<file path="config.mk">
export PLATFORM = sky130hd
export DESIGN_NAME = letc_core_alu_issue
export DESIGN_NICKNAME = d
export VERILOG_FILES = /design/src/rtl/letc_core_alu_issue.sv
export SDC_FILE = /design/constraint.sdc
export NUM_CORES = 1
export LEC_CHECK = 0
export CELL_PAD_IN_SITES_DETAIL_PLACEMENT = 0
export CELL_PAD_IN_SITES_GLOBAL_PLACEMENT = 1
export CORE_MARGIN = 2
export CORE_UTILIZATION = 29
export CTS_CLUSTER_DIAMETER = 80
export DETAILED_ROUTE_END_ITERATION = 8
export GPL_TIMING_DRIVEN = 0
export HOLD_SLACK_MARGIN = 0.03
export PLACE_DENSITY = 0.78
export SLEW_MARGIN = 15
export SYNTH_ARGS = -nofsm -noshare
export SYNTH_HDL_FRONTEND = slang
export SYNTH_SLANG_ARGS = --single-unit
</file>
<file path="constraint.sdc">
create_clock -name i_clk -period 1.9 [get_ports i_clk]
set_input_delay 0.475 -clock i_clk [delete_from_list [all_inputs] [get_ports i_clk]]
set_output_delay 0.475 -clock i_clk [all_outputs]
set_load 0.01 [all_outputs]
</file>
<file path="src/rtl/letc_core_alu_issue.sv">
// LETC ALU issue stage: decodes RV32I OP/OP-IMM/LUI/AUIPC into an ALU operation plus two
// operands, and presents the result through a registered valid/ready stage with a skid buffer.

package letc_pkg;
  typedef logic [31:0] word_t;
endpackage

package letc_core_pkg;
  typedef enum logic [3:0] {
    ALU_OP_ADD,
    ALU_OP_SUB,
    ALU_OP_SLL,
    ALU_OP_SLT,
    ALU_OP_SLTU,
    ALU_OP_XOR,
    ALU_OP_SRL,
    ALU_OP_SRA,
    ALU_OP_OR,
    ALU_OP_AND
  } alu_op_e;
endpackage

module letc_core_alu_issue
  import letc_pkg::*;
  import letc_core_pkg::*;
(
  input  logic            i_clk,
  input  logic            i_rst_n,
  input  logic            i_flush,
  input  logic            i_valid,
  output logic            o_ready,
  input  word_t           i_instr,
  input  word_t           i_pc,
  input  word_t           i_rs1_data,
  input  word_t           i_rs2_data,
  output logic            o_valid,
  input  logic            i_ready,
  output word_t [1:0]     o_alu_operands,
  output alu_op_e         o_alu_operation,
  output logic [4:0]      o_rd_idx,
  output logic            o_illegal
);

  localparam logic [6:0] OpcOp    = 7'b0110011;
  localparam logic [6:0] OpcOpImm = 7'b0010011;
  localparam logic [6:0] OpcLui   = 7'b0110111;
  localparam logic [6:0] OpcAuipc = 7'b0010111;

  localparam logic [6:0] F7Base = 7'b0000000;
  localparam logic [6:0] F7Alt  = 7'b0100000;

  typedef struct packed {
    word_t [1:0] operands;
    alu_op_e     operation;
    logic [4:0]  rd_idx;
    logic        illegal;
  } entry_t;

  logic [6:0] opcode;
  logic [2:0] funct3;
  logic [6:0] funct7;
  word_t      imm_i;
  word_t      imm_u;
  word_t      shamt;

  assign opcode = i_instr[6:0];
  assign funct3 = i_instr[14:12];
  assign funct7 = i_instr[31:25];
  assign imm_i  = {{20{i_instr[31]}}, i_instr[31:20]};
  assign imm_u  = {i_instr[31:12], 12'b0};
  assign shamt  = {27'b0, i_instr[24:20]};

  entry_t  dec;
  logic    legal;
  alu_op_e op;

  // Combinational decode of the offered instruction; illegal encodings collapse to ADD 0,0.
  always_comb begin
    legal = 1'b1;
    op    = ALU_OP_ADD;
    dec   = '0;
    dec.rd_idx = i_instr[11:7];
    unique case (opcode)
      OpcOp: begin
        dec.operands = {i_rs2_data, i_rs1_data};
        if (funct7 == F7Base) begin
          unique case (funct3)
            3'b000:  op = ALU_OP_ADD;
            3'b001:  op = ALU_OP_SLL;
            3'b010:  op = ALU_OP_SLT;
            3'b011:  op = ALU_OP_SLTU;
            3'b100:  op = ALU_OP_XOR;
            3'b101:  op = ALU_OP_SRL;
            3'b110:  op = ALU_OP_OR;
            default: op = ALU_OP_AND;
          endcase
        end else if (funct7 == F7Alt && funct3 == 3'b000) begin
          op = ALU_OP_SUB;
        end else if (funct7 == F7Alt && funct3 == 3'b101) begin
          op = ALU_OP_SRA;
        end else begin
          legal = 1'b0;
        end
      end
      OpcOpImm: begin
        dec.operands = {imm_i, i_rs1_data};
        unique case (funct3)
          3'b000: op = ALU_OP_ADD;
          3'b010: op = ALU_OP_SLT;
          3'b011: op = ALU_OP_SLTU;
          3'b100: op = ALU_OP_XOR;
          3'b110: op = ALU_OP_OR;
          3'b111: op = ALU_OP_AND;
          3'b001: begin
            dec.operands = {shamt, i_rs1_data};
            op    = ALU_OP_SLL;
            legal = (funct7 == F7Base);
          end
          default: begin
            dec.operands = {shamt, i_rs1_data};
            if (funct7 == F7Base) begin
              op = ALU_OP_SRL;
            end else if (funct7 == F7Alt) begin
              op = ALU_OP_SRA;
            end else begin
              legal = 1'b0;
            end
          end
        endcase
      end
      OpcLui:   dec.operands = {imm_u, 32'b0};
      OpcAuipc: dec.operands = {imm_u, i_pc};
      default:  legal = 1'b0;
    endcase
    dec.operation = op;
    if (!legal) begin
      dec.operands  = '0;
      dec.operation = ALU_OP_ADD;
      dec.illegal   = 1'b1;
    end
  end

  entry_t out_q, out_d;
  entry_t skid_q, skid_d;
  logic   out_valid_q, out_valid_d;
  logic   skid_valid_q, skid_valid_d;
  logic   in_xfer;
  logic   load_out;

  // Upstream may only push while the skid slot is free.
  assign in_xfer  = i_valid & ~skid_valid_q;
  // OUT can take new content when it is empty or being consumed this cycle.
  assign load_out = ~out_valid_q | i_ready;

  // Next-state for the two-entry output stage; the skid always drains into OUT first.
  always_comb begin
    out_d        = out_q;
    skid_d       = skid_q;
    out_valid_d  = out_valid_q;
    skid_valid_d = skid_valid_q;
    if (i_flush) begin
      out_valid_d  = 1'b0;
      skid_valid_d = 1'b0;
    end else if (skid_valid_q) begin
      if (i_ready) begin
        out_d        = skid_q;
        skid_valid_d = 1'b0;
      end
    end else if (load_out) begin
      out_valid_d = in_xfer;
      if (in_xfer) begin
        out_d = dec;
      end
    end else if (in_xfer) begin
      skid_d       = dec;
      skid_valid_d = 1'b1;
    end
  end

  // State registers; reset clears data so outputs show ADD 0,0 with rd 0.
  always_ff @(posedge i_clk or negedge i_rst_n) begin
    if (!i_rst_n) begin
      out_q        <= '0;
      skid_q       <= '0;
      out_valid_q  <= 1'b0;
      skid_valid_q <= 1'b0;
    end else begin
      out_q        <= out_d;
      skid_q       <= skid_d;
      out_valid_q  <= out_valid_d;
      skid_valid_q <= skid_valid_d;
    end
  end

  assign o_ready         = ~skid_valid_q;
  assign o_valid         = out_valid_q;
  assign o_alu_operands  = out_q.operands;
  assign o_alu_operation = out_q.operation;
  assign o_rd_idx        = out_q.rd_idx;
  assign o_illegal       = out_q.illegal;

endmodule

</file>
==> qor.txt, run 1 <==
CP arrival: 2.24 ns
Synthesized net count: 908
Startpoint types: primary input
Most frequent cells in the layout: clkdlybuf4s50_1 (178), dfrtp_1 (150), nand2_1 (119)
Clk_lat worst skew: 0.43 ns
Crit path cell chain: buf_8 > or4_4 > nor4_4 > a22oi_2 > nand2b_4 > buf_12 > clkbuf_16 > o31ai_4
Met1 GRT Util: 0.274
Max_cap viols: 0
CTS buffer count: 17
Mean post-synth cell area: 9.91 um2
Slew headroom: 0.556
Flop2flop setup slack: 0.05 ns
Combinational Power Share: 0.148
Design Power: 7940 uW
Total gr overflow: 0
First-pass GRT wire length: 42.8 mm
CTS tree: done
Cell area after layout: 0.0117 mm2
Yosys synthesis warning count: 0
Drt wl/cell: 20.7 um
Maximum VDD drop: 0.000551 V
Sequential share of the synthesized area: 0.489
Worst hold start: i_flush
Worst hold path class: in2reg
# nets final: 1152
Met2 Usage GRT: 0.324
CP max stage delay: 0.55 ns
Fmax achieved: 524 MHz
M3 GR Usage: 0.0425
Static leakage: 0.00516 uW
Post-synth ARST share: 1.00
Sw Share: 0.273
DIE HEIGHT: 167 um
Reg2reg start: skid_valid_q$_DFF_PN0_
Flops & latches, synth: 150
Core area: 0.0261 mm2
Req. time, crit path: 2.24 ns
Outcome: complete, but fails checks
Share of layout cells above drive strength 1: 0.220
Reg power frac: 0.417
Vias: 7235
Tcrit/Tclk final: 1.00
Initial core utilization: 0.295
Largest fanout on the critical path: 7
RSZ-0062 raised after global routing: true
Hold depth: 2
Fin. max-slew vios: 0
Slowest-stage cell, CP: or4_4
Residual DRC count: 0
Fin crit period: 1.91 ns
Port buffer count: 205
Fillers: 2512
Area growth syn-to-layout: 52.8%
Crit end category: flop
Most common cell after layout, fill and taps aside: clkdlybuf4s50_1
Hold Path End: o_valid$_DFFE_PN0P_
GP Congestion: 0.885
CP startpoint: i_instr[27]
Rows: 59
Most used DFF post-synth: dfrtp_1
Final ANT Viol Nets: 0
Die area: 0.0278 mm2
Root buf cell: clkbuf_16
Internal Power: 5780 uW
Drt initial violations: 400
Psw: 2170 uW
GR peak layer: met2
Vias in the first global route: 7367
Ports: 209
Antenna violations before repair: 0
Setup Crit Path Kind: in2reg
Post-detailed-placement half-perimeter wirelength: 20.2 mm
Yosys cell types: 57
Worst Skew: 0.0127 ns
Clock slew at reported path FFs: 0.06 ns
Syn Inst Count: 775
Worst r2r path cells: 7
Fin. Hold Viols: 0
Final WS setup: -0.00831 ns
N_diodes: 0
Largest net degree at the start of global routing: 85
Syn Std Cell Area: 0.00768 mm2
Vias per std cell: 5.29
Detailed Route WL: 28.3 mm
H-Tree Depth: 4
Worst-Margin Slew: 0.666 ns
Longest Clk Path Bufs: 2
Setup tns final: -0.0184 ns
First-pass iteration count of the detailed router: 5
GRT Util Overall: 0.198
Number of synthesized flops with an enable pin: 0
RR Endpoint: o_alu_operands[2]$_DFFE_PN0P_
Placed instance area: 0.0102 mm2
Place WS: -1.22 ns
Clock sinks: 150
Final setup viols: 3
Die W: 167 um
Clk pwr share: 0.435
Failing checks: setup timing
P per Cell Area: 677 mW/mm2
==> worst max-delay path: cells and delay by family <==
family / cells / cell delay (ns)
buffers and inverters: 3 / 0.43
AOI/OAI and AO/OA: 2 / 0.31
and+or+nand+nor: 3 / 1.01
==> Yosys cell counts, drive strengths merged, types with 5 or more instances <==
master    n  area share
a21oi    72       0.047
a22oi    41       0.040
and3     62       0.051
buf      20       0.020
clkbuf   63       0.031
dfrtp   150        0.49
inv       9      0.0044
mux2     10       0.015
mux2i     5      0.0065
nand2   119       0.058
nand3    12      0.0078
nor2      9      0.0051
o211ai   16       0.016
o21ai    28       0.018
o31ai   105        0.13
o41ai     7      0.0080
==> registers in the layout, summed over array words and instances, names as in the netlist <==
signal	cells
skid_valid_q	1
o_alu_operands	64
o_alu_operation	4
o_rd_idx	5
skid_q	74
o_valid	1
o_illegal	1
==> stage by stage <==
step	utilization	instances	hold slack, ns
6_report	0.450	1367	0.320
5_1_grt	0.450	1367	0.311
4_1_cts	0.429	1361	0.440
3_5_place_dp	0.391	1316	0.454
3_3_place_gp	0.390	1315	0.451
2_1_floorplan	-	775	0.179
==> power by group through the flow <==
stage                     Clock (uW)  Sequential (uW)  Combinational [uW]
after floorplan                    0             3390                 403
after global placement             0             3370                1050
after detailed placement           0             3370                1060
after CTS                       3500             3310                1120
after global routing            3640             3320                1270
final                           3450             3310                1180
==> worst max path at each step <==
stage                                     end  slack [ns]  cells past startpoint
4_1_cts                skid_q[71]$_DFFE_PN0P_       -0.01                      7
2_1_floorplan  o_alu_operands[40]$_DFFE_PN0P_       -0.16                      7
3_3_place_gp   o_alu_operands[34]$_DFFE_PN0P_       -5.90                      1
5_1_grt        o_alu_operands[19]$_DFFE_PN0P_       -0.04                      8
6_report       o_alu_operands[15]$_DFFE_PN0P_      -0.008                      8
3_5_place_dp           skid_q[39]$_DFFE_PN0P_       -1.22                      7
==> cell type report <==
class / count / area [um2] / area share
well taps: 335 / 419 / 0.0357
flip-flops and latches: 150 / 3750 / 0.320
clock inverters: 14 / 168 / 0.0143
multi-input cells: 533 / 4000 / 0.341
inverters: 9 / 38.8 / 0.00331
plain buffers: 80 / 553 / 0.0471
repair buffers: 228 / 2370 / 0.202
clock buffers: 18 / 429 / 0.0366
==> routing by layer <==
metal | up-vias | wire [um]
met2 | 265 | 13400
met5 | - | 0
met3 | 14 | 1630
li1 | 3382 | -
met4 | 0 | 190
met1 | 3574 | 13100
==> kinds of logic after synthesis <==
logic type / share of synthesized area
AO/OA/AOI/OAI: 0.287
AND/OR/NAND/NOR: 0.146
flip-flops: 0.489
buffers and inverters: 0.0549
multiplexers: 0.0212
XOR/XNOR: 0.00228
==> what timing repair did <==
item,4_1_cts,5_1_grt
pin swaps,12,20
hold buffers,1,0
setup endpoints to repair,152,109
gates cloned,1,3
endpoints found under the hold margin,41,0
resized for setup,121,115
buffers inserted,13,4
Power figures use the tool's default switching activity.
==> inputs of run 2 (changes only) <==
CORE_MARGIN = 10   (was 2)
==> qor.txt, run 2 (same netlist as run 1, synthesis figures left out) <==
Drt wl/cell: 22.0 um
Tcrit/Tclk final: 1.00
Worst hold path class: in2reg
Static leakage: 0.00516 uW
Area growth syn-to-layout: 54.6%
Vias: 7264
Antenna violations before repair: 0
Max reg flops: 74
Root buf cell: clkbuf_16
Max_cap viols: 0
Die W: 183 um
Worst-Margin Slew: 0.706 ns
Most frequent cells in the layout: clkdlybuf4s50_1 (180), dfrtp_1 (149), nand2_1 (118)
Outcome: complete, but fails checks
Clk_lat worst skew: 0.43 ns
Slowest-stage cell, CP: or4b_4
Fin crit period: 1.90 ns
Residual DRC count: 0
CP arrival: 2.22 ns
Rows: 59
Register area: 0.00375 mm2
Crit path cell chain: dlygate4sd2_1 > or4b_4 > o2111ai_4 > a22oi_2 > nand2b_4 > buf_12 > buf_12 > a22o_1
Req. time, crit path: 2.21 ns
WP buf/inv: 3
Most frequent CP cell: buf_12
Final WS setup: -0.00338 ns
Crit end category: flop
Final ANT Viol Nets: 0
N_diodes: 0
CTS buffer count: 17
First-pass iteration count of the detailed router: 5
Port buffer count: 205
Die area: 0.0334 mm2
Largest Register: skid_q
Failing checks: setup timing
CTS tree: done
Longest Clk Path Bufs: 2
Largest net degree at the start of global routing: 81
RSZ-0062 raised after global routing: true
H-Tree Depth: 4
Share of layout cells above drive strength 1: 0.232
Clock slew at reported path FFs: 0.06 ns
Worst Skew: 0.00615 ns
Drt initial violations: 590
Detailed Route WL: 30.1 mm
Core area: 0.0261 mm2
Total gr overflow: 0
Fillers: 2550
Fmax achieved: 525 MHz
Placed instance area: 0.0102 mm2
Setup Crit Path Kind: in2reg
Multi-input logic area: 0.00410 mm2
Ports: 209
GP Congestion: 0.873
DIE HEIGHT: 183 um
Most common cell after layout, fill and taps aside: clkdlybuf4s50_1
Fin Hold WS: 0.303 ns
Fin. Hold Viols: 0
Fin. max-slew vios: 0
Slew headroom: 0.530
GRT Util Overall: 0.174
Final setup viols: 1
First-pass GRT wire length: 45.3 mm
Vias in the first global route: 7483
Vias per std cell: 5.30
Cell area after layout: 0.0119 mm2
# nets final: 1156
CP max stage delay: 0.53 ns
Startpoint types: primary input
Family with the most delay on the worst path: simple AND/OR/NAND/NOR gates
Initial core utilization: 0.295
Clock sinks: 150
Post-detailed-placement half-perimeter wirelength: 22.1 mm
Maximum VDD drop: 0.000382 V
P per Cell Area: 661 mW/mm2
Largest fanout on the critical path: 6
[run 2: final timing paths]
check | end | slack, ns | cells after the start | from
worst max register to register | o_alu_operands[6]$_DFFE_PN0P_ | 0.03 | 7 | skid_valid_q$_DFF_PN0_
max in group asynchronous | o_valid$_DFFE_PN0P_ | 0.44 | 3 | i_rst_n
worst max-delay path | o_illegal$_DFFE_PN0P_ | -0.003 | 8 | i_instr[13]
worst min-delay path | o_valid$_DFFE_PN0P_ | 0.30 | 2 | i_flush
min in group asynchronous | o_alu_operands[9]$_DFFE_PN0P_ | 0.62 | 2 | i_rst_n
worst min register to register | skid_q[18]$_DFFE_PN0P_ | 0.47 | 2 | skid_q[18]$_DFFE_PN0P_
[run 2: per-stage QoR]
step                      total power (uW)  setup slack, ns  utilization  std cells  setup TNS (ns)
final                                 7850         -0.00338        0.456       1371        -0.00338
after floorplan                       3790           -0.158            -        775           -6.22
after detailed placement              4440            -1.31        0.391       1316         -150.21
after CTS                             7850         -0.00402        0.433       1365        -0.00480
after global placement                4430            -5.98        0.390       1315        -1039.95
after global routing                  8160          -0.0532        0.456       1371          -0.995
[run 2: timing repair]
item                                    CTS  global route
gates resized for setup                 136           132
hold endpoints to repair                 18             0
hold buffers                              1             0
pin swaps                                12            41
setup buffers                            15             5
cloned                                    3             1
endpoints found under the setup margin  152           124
[run 2: metal layers]
layer,up-vias,GRT usage,share of wire
met2,241,0.275,0.46
met5,-,0,0
met4,0,0.0348,0.011
met3,20,0.0554,0.075
met1,3602,0.229,0.45
li1,3401,-,-
[run 2: layout make-up]
type                            count  area share
Buffer                             81      0.0497
Clock buffer                       18      0.0370
Clock inverter                     14      0.0117
Inverter                            9     0.00306
Multi-Input combinational cell    533       0.345
Sequential cell                   150       0.316
Tap cell                          335      0.0353
Timing Repair Buffer              231       0.202
[run 2: power by group]
| group | internal [uW] | leakage [uW] | switching (uW) | total (uW) |
|---|---|---|---|---|
| Combinational | 536 | 0.00282 | 669 | 1210 |
| Sequential | 3270 | 0.00206 | 40.5 | 3310 |
| Clock | 1870 | 0.000276 | 1470 | 3330 |
| Total | 5680 | 0.00516 | 2180 | 7850 |
==> inputs of run 3 (changes only) <==
PLACE_DENSITY = not set   (was 0.78)
PLACE_DENSITY_LB_ADDON = 0.1   (was not set)
==> qor.txt, run 3 (same netlist as run 1, synthesis figures left out) <==
Die W: 183 um
Most common cell after layout, fill and taps aside: clkdlybuf4s50_1
Fin util: 0.440
Clock slew at reported path FFs: 0.06 ns
Startpoint types: primary input
Worst hold path class: in2reg
Finished Layout Cells: 1367
First-pass GRT wire length: 46.5 mm
CP startpoint: i_instr[27]
Vias: 7156
Internal Power: 5630 uW
Max_cap viols: 0
# nets final: 1152
Share of layout cells above drive strength 1: 0.207
Max reg flops: 74
Placed insts: 1317
RSZ-0062 raised after global routing: true
Total gr overflow: 0
Critical path endpoint: o_alu_operands[61]$_DFFE_PN0P_
Vias in the first global route: 7464
Worst Skew: 0.00834 ns
CP arrival: 2.21 ns
Core area: 0.0261 mm2
Final ANT Viol Nets: 0
Largest Register: skid_q
CTS buffer count: 17
Antenna violations before repair: 0
Largest net degree at the start of global routing: 94
Fin Hold WS: 0.320 ns
Most frequent cells in the layout: clkdlybuf4s50_1 (178), dfrtp_1 (150), nand2_1 (118)
H-Tree Depth: 4
Req. time, crit path: 2.23 ns
Outcome: complete, no violations
CTS tree: done
Drt wl/cell: 22.3 um
Final setup viols: 0
Reg power frac: 0.426
Slowest-stage cell, CP: or4_4
Worst-Margin Slew: 0.644 ns
Fin crit period: 1.88 ns
Worst r2r path cells: 7
Reg2reg start: skid_valid_q$_DFF_PN0_
First-pass iteration count of the detailed router: 4
Fin. max-slew vios: 0
N_diodes: 0
Flop2flop setup slack: 0.07 ns
Port buffer count: 205
Setup Crit Path Kind: in2reg
Maximum VDD drop: 0.000412 V
Worst path depth: 8
Detailed Route WL: 30.5 mm
Area growth syn-to-layout: 49.2%
Clk_lat worst skew: 0.43 ns
GP Congestion: 0.822
Crit end category: flop
Drt initial violations: 488
RR Endpoint: o_alu_operands[18]$_DFFE_PN0P_
Clock sinks: 150
Static leakage: 0.00513 uW
Vias per std cell: 5.23
Rows: 59
Fin. Hold Viols: 0
Root buf cell: clkbuf_16
Crit path cell chain: buf_6 > or4_4 > nor4_4 > a22oi_2 > buf_4 > nand2b_4 > clkbuf_16 > o31ai_4
Ports: 209
DIE HEIGHT: 183 um
Design Power: 7770 uW
Clk pwr share: 0.424
CP max stage delay: 0.58 ns
Slew headroom: 0.570
Combinational Power Share: 0.149
GRT Util Overall: 0.177
Fmax achieved: 532 MHz
Psw: 2140 uW
Residual DRC count: 0
Setup tns final: 0 ns
Initial core utilization: 0.295
Tcrit/Tclk final: 0.989
Largest fanout on the critical path: 5
Sw Share: 0.276
WP buf/inv: 3
P per Cell Area: 679 mW/mm2
Post-detailed-placement half-perimeter wirelength: 22.2 mm
Family with the most delay on the worst path: simple AND/OR/NAND/NOR gates
Die area: 0.0334 mm2
Longest Clk Path Bufs: 2
==> run 3: cell type report <==
type	instances	area, um2
buffer	81	572
clock buffer	20	437
clock inverter	12	121
fill	2546	14600
inverter	9	36.3
multi-input combinational	534	3770
sequential	150	3750
tap	335	419
timing repair buffer	226	2350
==> run 3: layer usage <==
layer	routed length, um	track usage	up-vias
met5	0	0	-
met4	195	0.0329	0
met3	2170	0.0584	16
met2	13700	0.274	214
met1	14400	0.238	3536
li1	-	-	3390
==> run 3: worst min-delay path by stage <==
| stage | start | endpoint | slack (ns) | depth (start not counted) |
|---|---|---|---|---|
| 2_1_floorplan | i_rst_n | o_alu_operands[0]$_DFFE_PN0P_ | 0.18 | 0 |
| 3_3_place_gp | skid_q[65]$_DFFE_PN0P_ | skid_q[65]$_DFFE_PN0P_ | 0.45 | 2 |
| 3_5_place_dp | i_rst_n | o_alu_operands[9]$_DFFE_PN0P_ | 0.25 | 1 |
| 4_1_cts | i_rst_n | o_alu_operands[9]$_DFFE_PN0P_ | 0.39 | 2 |
| 5_1_grt | i_flush | o_valid$_DFFE_PN0P_ | 0.33 | 2 |
| 6_report | i_flush | o_valid$_DFFE_PN0P_ | 0.32 | 2 |
==> run 3: timing repair <==
action                                 4_1_cts  5_1_grt
setup endpoints to repair                  151      122
gates cloned                                 0        5
setup buffers                                8        6
hold buffers                                 1        0
gates resized for setup                    116       90
pin swaps                                    9       14
endpoints found under the hold margin        1        0
==> run 3: power by group through the flow <==
stage / clock network [uW] / registers [uW] / logic, uW
CTS: 3360 / 3320 / 1140
global placement: 0 / 3380 / 1070
finish: 3300 / 3310 / 1160
global route: 3500 / 3330 / 1260
detailed placement: 0 / 3370 / 1080
floorplan: 0 / 3390 / 403
==> run 3: per-stage QoR <==
step                      instance area (um2)  setup WS (ns)
final                                   11500         0.0215
after detailed placement                10200          -1.26
after global routing                    11500        -0.0240
after floorplan                          7680         -0.158
after global placement                  10200          -6.40
after CTS                               11100       -0.00243
==> run 3: worst reg2reg max path: stages (launching register included) <==
cell and delay [ns]:
dfrtp_1 0.40, buf_6 0.15, o221a_1 0.27, buf_6 0.16
clkbuf_2 0.20, and3_1 0.22, a21oi_1 0.21, o31ai_4 0.10
